===== config.mk =====
export PLATFORM = sky130hd
export DESIGN_NAME = psa_accumulator
export DESIGN_NICKNAME = d
export VERILOG_FILES = /design/src/rtl/psa_accumulator.sv
export SDC_FILE = /design/constraint.sdc
export NUM_CORES = 1
export LEC_CHECK = 0
export CORE_MARGIN = 2
export CORE_UTILIZATION = 40
export DETAILED_ROUTE_END_ITERATION = 6
export DONT_BUFFER_PORTS = 1
export PLACE_DENSITY = 0.5
export SLEW_MARGIN = 10
export SYNTH_ARGS = -nofsm -noshare
export SYNTH_HDL_FRONTEND = slang
export SYNTH_SLANG_ARGS = --single-unit

===== constraint.sdc =====
create_clock -name clk -period 5.9 [get_ports clk]
set_clock_uncertainty 0.1 [all_clocks]
set_input_delay 0.59 -clock clk [delete_from_list [all_inputs] [get_ports clk]]
set_output_delay 0.59 -clock clk [all_outputs]
set_load 0.005 [all_outputs]

===== src/rtl/psa_accumulator.sv =====
// Packed-SIMD accumulator: sums a run of 16-bit beats as four independent
// signed 4-bit lanes with per-lane saturation and overflow bookkeeping.
module psa_accumulator #(
    parameter int unsigned LEN_W = 4
) (
    input  logic             clk,
    input  logic             rst,
    input  logic             start,
    input  logic [LEN_W-1:0] len,
    input  logic             in_valid,
    input  logic [15:0]      in_data,
    output logic             in_ready,
    output logic             busy,
    output logic             done,
    output logic [15:0]      result,
    output logic             error,
    output logic [3:0]       ovf_cnt
);

    localparam int unsigned NIB_W  = 4;
    localparam int unsigned NUM_NIB = 4;
    localparam int unsigned DATA_W = NIB_W * NUM_NIB;
    localparam int unsigned CNT_W  = 4;

    typedef enum logic [1:0] {
        IDLE  = 2'd0,
        ACCUM = 2'd1,
        DONE  = 2'd2
    } state_e;

    state_e             state_q, state_d;
    logic [DATA_W-1:0]  acc_q, acc_d;
    logic [LEN_W-1:0]   rem_q, rem_d;
    logic               err_q, err_d;
    logic [CNT_W-1:0]   ovf_q, ovf_d;
    logic               in_ready_q, in_ready_d;
    logic               busy_q, busy_d;
    logic               done_q, done_d;

    logic [DATA_W-1:0]  sat_sum;
    logic               beat_ovf;

    // Returns {overflow, saturated sum} for one signed nibble lane.
    function automatic logic [NIB_W:0] sat_add(input logic [NIB_W-1:0] a,
                                               input logic [NIB_W-1:0] b);
        logic [NIB_W-1:0] s;
        logic             ovf;
        s   = a + b;
        ovf = (a[NIB_W-1] == b[NIB_W-1]) && (s[NIB_W-1] != a[NIB_W-1]);
        if (ovf) begin
            s = a[NIB_W-1] ? 4'h8 : 4'h7;
        end
        return {ovf, s};
    endfunction

    // Lane-wise saturating sum of the accumulator and the incoming beat.
    always_comb begin
        logic [NIB_W:0] lane;
        sat_sum  = '0;
        beat_ovf = 1'b0;
        lane     = '0;
        for (int i = 0; i < int'(NUM_NIB); i++) begin
            lane = sat_add(acc_q[i*NIB_W +: NIB_W], in_data[i*NIB_W +: NIB_W]);
            sat_sum[i*NIB_W +: NIB_W] = lane[NIB_W-1:0];
            beat_ovf = beat_ovf | lane[NIB_W];
        end
    end

    // Next-state and registered-output decode.
    always_comb begin
        state_d    = state_q;
        acc_d      = acc_q;
        rem_d      = rem_q;
        err_d      = err_q;
        ovf_d      = ovf_q;
        in_ready_d = 1'b0;
        busy_d     = 1'b0;
        done_d     = 1'b0;

        case (state_q)
            IDLE: begin
                if (start) begin
                    acc_d = '0;
                    err_d = 1'b0;
                    ovf_d = '0;
                    if (len != '0) begin
                        rem_d   = len;
                        state_d = ACCUM;
                    end else begin
                        state_d = DONE;
                    end
                end
            end
            ACCUM: begin
                if (in_valid) begin
                    acc_d = sat_sum;
                    if (beat_ovf) begin
                        err_d = 1'b1;
                        if (ovf_q != CNT_W'(15)) begin
                            ovf_d = ovf_q + CNT_W'(1);
                        end
                    end
                    rem_d = rem_q - LEN_W'(1);
                    if (rem_q == LEN_W'(1)) begin
                        state_d = DONE;
                    end
                end
            end
            DONE: begin
                state_d = IDLE;
            end
            default: begin
                state_d = IDLE;
            end
        endcase

        in_ready_d = (state_d == ACCUM);
        busy_d     = (state_d != IDLE);
        done_d     = (state_d == DONE);
    end

    always_ff @(posedge clk) begin
        if (rst) begin
            state_q    <= IDLE;
            acc_q      <= '0;
            rem_q      <= '0;
            err_q      <= 1'b0;
            ovf_q      <= '0;
            in_ready_q <= 1'b0;
            busy_q     <= 1'b0;
            done_q     <= 1'b0;
        end else begin
            state_q    <= state_d;
            acc_q      <= acc_d;
            rem_q      <= rem_d;
            err_q      <= err_d;
            ovf_q      <= ovf_d;
            in_ready_q <= in_ready_d;
            busy_q     <= busy_d;
            done_q     <= done_d;
        end
    end

    assign in_ready = in_ready_q;
    assign busy     = busy_q;
    assign done     = done_q;
    assign result   = acc_q;
    assign error    = err_q;
    assign ovf_cnt  = ovf_q;

endmodule


# Yosys cells after proc, flatten, opt, wreduce, memory -nomap -nowiden
# Index checks and enable logic that the tools add are counted.
# classes
n_reduce_logical	12
n_bitwise	3
eq_ne	18
add_sub_neg	6
mux	29
# ops
operator	count
two-way mux 4 bit	15
two-way mux 16 bit	2
case mux 16 bit (2 select lines)	1
adder 4 bit	4
case mux 4 bit (2 select lines)	2
inequality test 2 bit (second input constant)	5
two-way mux 2 bit	4
AND reduction 4 bit	2
AND reduction 5 bit	1
adder 4 x 1 -> 4 bit (second input constant)	1
== test 1 bit	4
== test 2 x 1 -> 1 bit (second input constant)	2
== test 4 x 1 -> 1 bit (second input constant)	1
logical AND 1 bit	4
inequality test 1 bit	4
inequality test 4 bit (second input constant)	1
case mux 2 bit (2 select lines)	1
nonzero test 2 bit	2
nonzero test 4 bit	1
subtractor 4 x 1 -> 4 bit (second input constant)	1
two-way mux 1 bit	3
bitwise OR 1 bit	3
AND reduction 3 bit	1
== test 2 bit (second input constant)	1
other kinds (2)	2
# word_totals
word_cells	76
register_bits	30

# Logic depth before layout (Yosys ltp)
# Gate-level depths: netlist of the first run.
# logic_depth
depth_word	9
mapped_depth	8

# Worst setup path before layout of the first run
# No wires, ideal clock.
# synth_path
path_kind	input-to-reg
start	in in_data[13]
end	reg ovf_q[2], in the netlist ovf_cnt[2]
cell_stages	8
t_arrival_ps	2377
setup_ps	86
required_ps	5714
path_buffers	1
path_slack_ps	3337
path_cell_list	ha_1 > a21o_1 > a21oi_2 > mux2i_1 > or4_1 > buf_2 > and4b_1 > a211oi_1
# synth_between
elab_chain_len	6
# synth_rtl
item	line	text
start: declaration	11	input logic [15:0] in_data,
adder 4 bit	48	s = a + b;
inequality test 1 bit	49	ovf = (a[NIB_W-1] == b[NIB_W-1]) && (s[NIB_W-1] != a[NIB_W-1]);
logical AND 1 bit	49	
bitwise OR 1 bit	65	beat_ovf = beat_ovf | lane[NIB_W];
inequality test 2 bit (no source line)	-	
AND reduction 5 bit (no source line)	-	
end signal: assignment	137	ovf_q <= ovf_d;
end: declaration	35	logic [CNT_W-1:0] ovf_q, ovf_d;
# No other way between the ends.
# A chain may end at the register's enable or synchronous reset.

# Worst setup path after layout of the first run
# layout_path
start	reg acc_q[13], in the netlist result[13]
end	reg ovf_q[2], in the netlist ovf_cnt[2]
# layout_between
elab_chain_len	6
# layout_rtl
item	line	text
start: declaration	32	logic [DATA_W-1:0] acc_q, acc_d;
start signal: assignment	125	acc_q <= '0;
start signal: assignment	134	acc_q <= acc_d;
adder 4 bit	48	
inequality test 1 bit	49	
logical AND 1 bit	49	
bitwise OR 1 bit	65	
inequality test 2 bit (no source line)	-	
AND reduction 5 bit (no source line)	-	
# No other way between the ends.

==> summary.txt, run 1 <==
Floorplan
  – Die area: 5020 um2
  – Ports: 48
  – Initial Util: 0.413
  – Core ar.: 4320 um2
  – Chip height: 70.9 um
  – DIE WIDTH: 70.9 um
  – Row count: 24

Detailed routing
  – DR vias: 1484
  – Number of vias per cell: 5.56
  – WL met1: 1740 um
  – DR WL met3: 280 um
  – Initial drt markers: 94
  – Drt first pass iters: 4
  – Met2 wire len: 1860 um
  – Antenna viol nets, final: 0
  – DRT Wirelength: 3940 um
  – Per-cell routed wire length: 14.7 um
  – DRC: 0
  – Highest routed layer: met4

Clock tree
  – Clock buffer count from CTS: 5
  – TritonCTS clock tree: done
  – Clock Tree Buf Depth: 2
  – # Post-CTS Setup Buffers: 0
  – CTS resizes: 0
  – H-tree levels: 2
  – Clock slew at reported path FFs: 0.07 ns
  – CTS Root Cell: clkbuf_8
  – # clock sinks: 30
  – Post-CTS Hold Buffers: 0
  – Clock latency on the worst-skew pair: 0.28 ns

Synth
  – Synth Register Bits: 30
  – Post-synthesis cell area: 1790 um2
  – Synth Area in Adders: 0.150
  – Cell count after synthesis: 215
  – Number of synthesized flops with an enable pin: 0
  – Mean Syn Cell Area: 8.32 um2
  – Ys async rst share: 0
  – Multiplexer share of the synthesized area: 0.0336
  – Seq/Total Area, Yosys: 0.336
  – Largest family of logic cells by synthesized area: compound AO/OA/AOI/OAI gates
  – Post-synth top flop: dfxtp_1
  – Post-synth net total: 258
  – Ys Warns: 0
  – Synth cell types: 34
  – Synth Area in Simple Gates: 0.187
  – Compound-Gate Fraction of Synth Area: 0.227
  – Synth Area in XOR/XNOR: 0.0196

Worst hold path
  – Hold path startpoint: rst
  – Worst hold stages: 1
  – Worst hold path class: primary input to register

Power and ir drop
  – Logic pwr share: 0.148
  – Clk pwr share: 0.404
  – VDD IR max: 0.135 mV
  – Switching share of power: 0.267
  – Pint: 0.000369 W
  – Pwr per Cell Area: 261 nW/um2
  – Tot Pwr: 0.000504 W
  – NetSw: 0.000135 W
  – Seq pwr share: 0.448
  – Leakage: 0.822 nW

STA
  – Worst-Margin Slew: 0.649 ns
  – RSZ-0062 raised after global routing: false
  – Total Neg Setup Slack: 0 ns
  – Worst slew margin: 0.568
  – Final Worst Setup Slack: 3.34 ns
  – Final Cycle Share: 0.434
  – Peak Freq: 391 MHz
  – Final Hold Vio Count: 0
  – Fin crit period: 2.56 ns
  – Setup violators final: 0
  – Final Slew Violations: 0

Global route
  – Largest net degree at the start of global routing: 28
  – Global-route wire length before repair: 6420 um
  – Total grt overflow: 0
  – Vias in the first global route: 1414
  – GRT Total Usage: 0.161
  – Initial antenna violation count: 0

Status
  – Status: complete, no violations

Finish
  – Syn-to-layout area delta: 7.98%
  – Diode count: 0
  – Finished Layout Cells: 267
  – FILL cells: 435
  – Share of cells above drive strength 1: 0.0791
  – # nets final: 257

Placed design
  – I/O Buffers: 0
  – Hpwl dp: 2980 um
  – Setup Slack @ Placement: 3.14 ns
  – Cell total after placement: 259
  – Routability Congestion: 0.830

Worst setup path
  – Worst path required time: 6.00 ns
  – Worst r2r path cells: 7
  – R2R Path Start: result[13]
  – CP arrival: 2.66 ns
  – Worst setup EP type: register
  – Kind of start point of the critical path: register
  – Worst-path fanout max: 6
  – Crit path launch: result[13]
  – CP Class: register to register

Job
  – Max_cap viols: 0
## power groups by stage
stage | Sequential (W) | Combinational, W | Clock, W
2_1_floorplan | 0.000227 | 0.0000652 | 0
3_3_place_gp | 0.000230 | 0.0000733 | 0
3_5_place_dp | 0.000231 | 0.0000753 | 0
4_1_cts | 0.000226 | 0.0000756 | 0.000209
5_1_grt | 0.000227 | 0.0000849 | 0.000221
6_report | 0.000226 | 0.0000746 | 0.000204
## critical path, stage by stage (launching register included)
cell and delay, ns:
dfxtp_1 0.42, ha_1 0.26, a21o_1 0.19, a21oi_2 0.23, mux2i_1 0.16, or4_1 0.64
and4b_1 0.26, a211oi_1 0.22
## synthesized netlist by cell type (4+ instances only)
| cell | n | area [um2] |
|---|---|---|
| dfxtp_1 | 30 | 601 |
| a21oi_1 | 23 | 115 |
| nand2_1 | 23 | 86.3 |
| o21ai_0 | 19 | 95.1 |
| ha_1 | 15 | 188 |
| inv_1 | 14 | 52.6 |
| nor2_1 | 14 | 52.6 |
| clkbuf_1 | 7 | 26.3 |
| a21o_1 | 6 | 45.0 |
| a31oi_1 | 6 | 37.5 |
| mux2i_1 | 6 | 60.1 |
| or2_2 | 6 | 37.5 |
| nand3_1 | 5 | 25.0 |
| fa_1 | 4 | 80.1 |
| nor3_1 | 4 | 20.0 |
| xnor2_1 | 4 | 35.0 |
## logic make-up after synthesis
| group | after synthesis |
|---|---|
| compound gates | 67 |
| xor+xnor | 4 |
| fa+ha+maj | 19 |
| buf+inv | 22 |
| flops | 30 |
| mux | 6 |
| simple gates | 67 |
## registers in the layout (all words and copies together) (netlist names)
signal,flops
busy,1
done,1
error,1
in_ready,1
ovf_cnt,4
rem_q,4
result,16
state_q,2
## cell type report
| cell class | instances | area, um2 | area share |
|---|---|---|---|
| Multi-Input combinational cell | 163 | 1100 | 0.572 |
| Inverter | 14 | 52.6 | 0.0272 |
| Tap cell | 52 | 65.1 | 0.0337 |
| Clock inverter | 3 | 40.0 | 0.0207 |
| Sequential cell | 30 | 601 | 0.311 |
| Clock buffer | 5 | 68.8 | 0.0356 |
## stage by stage
step / hold WS [ns] / cell area (um2) / utilization
2_1_floorplan: 0.364 / 1790 / -
3_3_place_gp: 0.373 / 1820 / 0.421
3_5_place_dp: 0.379 / 1820 / 0.421
4_1_cts: 0.258 / 1930 / 0.446
5_1_grt: 0.255 / 1930 / 0.446
6_report: 0.278 / 1930 / 0.446
## final timing paths
path,slack [ns],to
hold reg to reg,0.38,result[8]
setup / recovery,3.34,ovf_cnt[2]
hold / removal,0.28,rem_q[1]
setup reg to reg,3.34,ovf_cnt[2]
## per-layer routing
layer,vias to the layer above,track usage
met2,29,0.264
met3,7,0.0584
li1,758,-
met1,690,0.196
met5,-,0
met4,0,0.0566
## cell usage in the layout (no fill, tap or decap), types with 4 or more instances in the layout
master,netlist,routed
nand3_1,5,5
a31oi_1,6,6
fa_1,4,4
dfxtp_1,30,30
nor3_1,4,4
mux2i_1,6,6
a21o_1,6,6
nand2_1,23,23
inv_1,14,14
nor2_1,14,14
xnor2_1,4,4
a21oi_1,23,23
o21ai_0,19,19
or2_2,6,6
clkbuf_8,0,5
ha_1,15,15
No activity file was read; power rests on OpenSTA's default activity.
==> run 2, diff against run 1 <==
Settings changed: PLACE_DENSITY 0.5 to 0.52.
Clock period 5.9 ns to 2.2 ns, I/O delays scaled along.
==> summary.txt, run 2 (same netlist as run 1, synthesis figures left out) <==
Placed design
  – Routability Congestion: 0.812 (-2.1%)
  – Placed cell areas: 1990 um2 (+9.0%)
  – Cell total after placement: 278 (+7.3%)
  – Hpwl dp: 3260 um (+9.3%)
  – I/O Buffers: 0 (unchanged)

Finish
  – FILL cells: 425 (-2.3%)
  – Most frequent cells in the layout: dfxtp_1, nand2_1, a21oi_1, buf_4, o21ai_0
  – Fin area: 2130 um2 (+11%)
  – Syn-to-layout area delta: 19.4%
  – Core Util, Final: 0.494 (+0.0472)
  – Max FFs per register: 16 (unchanged)
  – Share of cells above drive strength 1: 0.212 (+0.133)
  – Diode count: 0 (unchanged)
  – Finished Layout Cells: 288 (+7.9%)
  – # nets final: 278 (+8.2%)
  – Commonest non-fill, non-tap cell in the layout: dfxtp_1

Worst setup path
  – CP arrival: 2.27 ns (-0.39 ns)
  – Worst-path fanout max: 6 (unchanged)
  – Kind of start point of the critical path: register
  – Worst path required time: 2.30 ns (-3.70 ns)
  – Worst-path cell chain: ha_4 > a21o_1 > a21oi_2 > mux2i_2 > or4_4 > and4b_1 > a211oi_2
  – CP Class: register to register
  – Slowest stage delay, CP: 0.58 ns (-0.06 ns)
  – Crit path buf inv count: 0 (unchanged)
  – Crit-path leading delay family: simple AND/OR/NAND/NOR gates
  – Worst setup EP type: register
  – Max stage delay cell, worst path: or4_4

Job
  – Max_cap viols: 0 (unchanged)

Power and ir drop
  – Pwr per Cell Area: 619 nW/um2 (+140%)
  – Pint: 0.000943 W (+160%)
  – Tot Pwr: 0.00132 W (+160%)
  – Logic pwr share: 0.194 (+0.046)
  – Clk pwr share: 0.351 (-0.053)
  – VDD IR max: 0.333 mV (+150%)
  – Leakage: 0.902 nW (+9.8%)
  – Seq pwr share: 0.456 (+0.008)
  – Switching share of power: 0.287 (+0.0197)
  – NetSw: 0.000379 W (+180%)

Global route
  – Largest net degree at the start of global routing: 24 (-14%)
  – Met1 GRT Util: 0.216 (+0.0207)
  – Global-route wire length before repair: 7480 um (+17%)
  – Total grt overflow: 0 (unchanged)
  – Vias in the first global route: 1630 (+15%)
  – Initial antenna violation count: 0 (unchanged)
  – Global Route met2 Usage: 0.331 (+0.0675)
  – Top Usage Layer GRT: met2
  – GRT Total Usage: 0.189 (+0.0277)
  – Met3 Usage GRT: 0.0613 (+0.00285)

Detailed routing
  – DRT Wirelength: 4390 um (+12%)
  – Initial drt markers: 48 (-49%)
  – Number of vias per cell: 5.54 (-0.29%)
  – DRC: 0 (unchanged)
  – Drt first pass iters: 5 (+1)
  – Per-cell routed wire length: 15.3 um (+3.4%)
  – DR vias: 1596 (+7.5%)
  – Antenna viol nets, final: 0 (unchanged)

Floorplan
  – Die area: 5020 um2 (unchanged)
  – Core ar.: 4320 um2 (unchanged)
  – DIE WIDTH: 70.9 um (unchanged)
  – Ports: 48 (unchanged)
  – Chip height: 70.9 um (unchanged)
  – Row count: 24 (unchanged)
  – Initial Util: 0.413 (unchanged)

Clock tree
  – # clock sinks: 30 (unchanged)
  – CTS Root Cell: clkbuf_8
  – H-tree levels: 2 (unchanged)
  – Clock slew at reported path FFs: 0.07 ns (about the same)
  – TritonCTS clock tree: done
  – Clock Tree Buf Depth: 2 (unchanged)
  – Clock latency on the worst-skew pair: 0.28 ns (about the same)
  – Clock buffer count from CTS: 5 (unchanged)

STA
  – Setup violators final: 0 (unchanged)
  – RSZ-0062 raised after global routing: true
  – Final Hold Vio Count: 0 (unchanged)
  – Worst slew margin: 0.366 (-0.202)
  – Fin crit period: 2.17 ns (-0.390 ns)
  – Final Slew Violations: 0 (unchanged)
  – Peak Freq: 461 MHz (+18%)
  – Final Cycle Share: 0.986 (+0.552)
  – Worst-Margin Slew: 0.948 ns (+0.299 ns)

Worst hold path
  – Worst hold path class: primary input to register

Status
  – Status: complete, no violations
run 2: cell count changes in the layout (fill, tap and decap cells not counted), moves of 2 or more:
cell	delta
a211oi_2	+2
ha_4	+2
a211oi_1	-2
mux2i_2	+3
mux2i_1	-3
ha_1	-3
dfxtp_2	+4
dfxtp_1	-4
buf_4	+20
run 2: layout make-up:
class	count	area, um2	share of cell area
clock buffer	7	86.3	0.0404
clock inverter	1	5.00	0.00234
inverter	14	52.6	0.0246
multi-input combinational	163	1160	0.543
sequential	30	606	0.284
tap	52	65.1	0.0305
timing repair buffer	21	160	0.0750
run 2: final timing paths:
check,start,end,cells past startpoint,slack [ns]
hold reg to reg,result[8],result[8],2,0.39
setup / recovery,result[5],ovf_cnt[3],7,0.03
setup reg to reg,result[5],ovf_cnt[3],7,0.03
hold / removal,start,busy,2,0.01
run 2: what timing repair did:
item,4_1_cts,5_1_grt
hold buffers,1,0
gates resized for setup,3,5
pin swaps,1,3
hold endpoints to repair,23,0
setup buffers,1,0
setup endpoints to repair,4,5
run 2: per-layer routing:
metal	part of all wire	vias up
met2	0.50	42
met4	0.011	0
met1	0.41	748
met3	0.074	7
met5	0	-
li1	-	799
run 2: per-stage QoR:
step                      setup slack, ns  TNS (ns)  hold WS [ns]
after floorplan                   0.00532         0         0.299
after global placement           -0.00557  -0.00557         0.186
after detailed placement           -0.134    -0.266         0.188
after CTS                         -0.0261   -0.0409        0.0110
after global routing              -0.0528    -0.112        0.0213
final                              0.0315         0        0.0114
run 2: power by group through the flow:
stage	logic [W]	clock network [W]	registers [W]
4_1_cts	0.000254	0.000479	0.000602
5_1_grt	0.000290	0.000514	0.000608
2_1_floorplan	0.000176	0	0.000610
3_3_place_gp	0.000229	0	0.000613
6_report	0.000256	0.000463	0.000602
3_5_place_dp	0.000240	0	0.000614
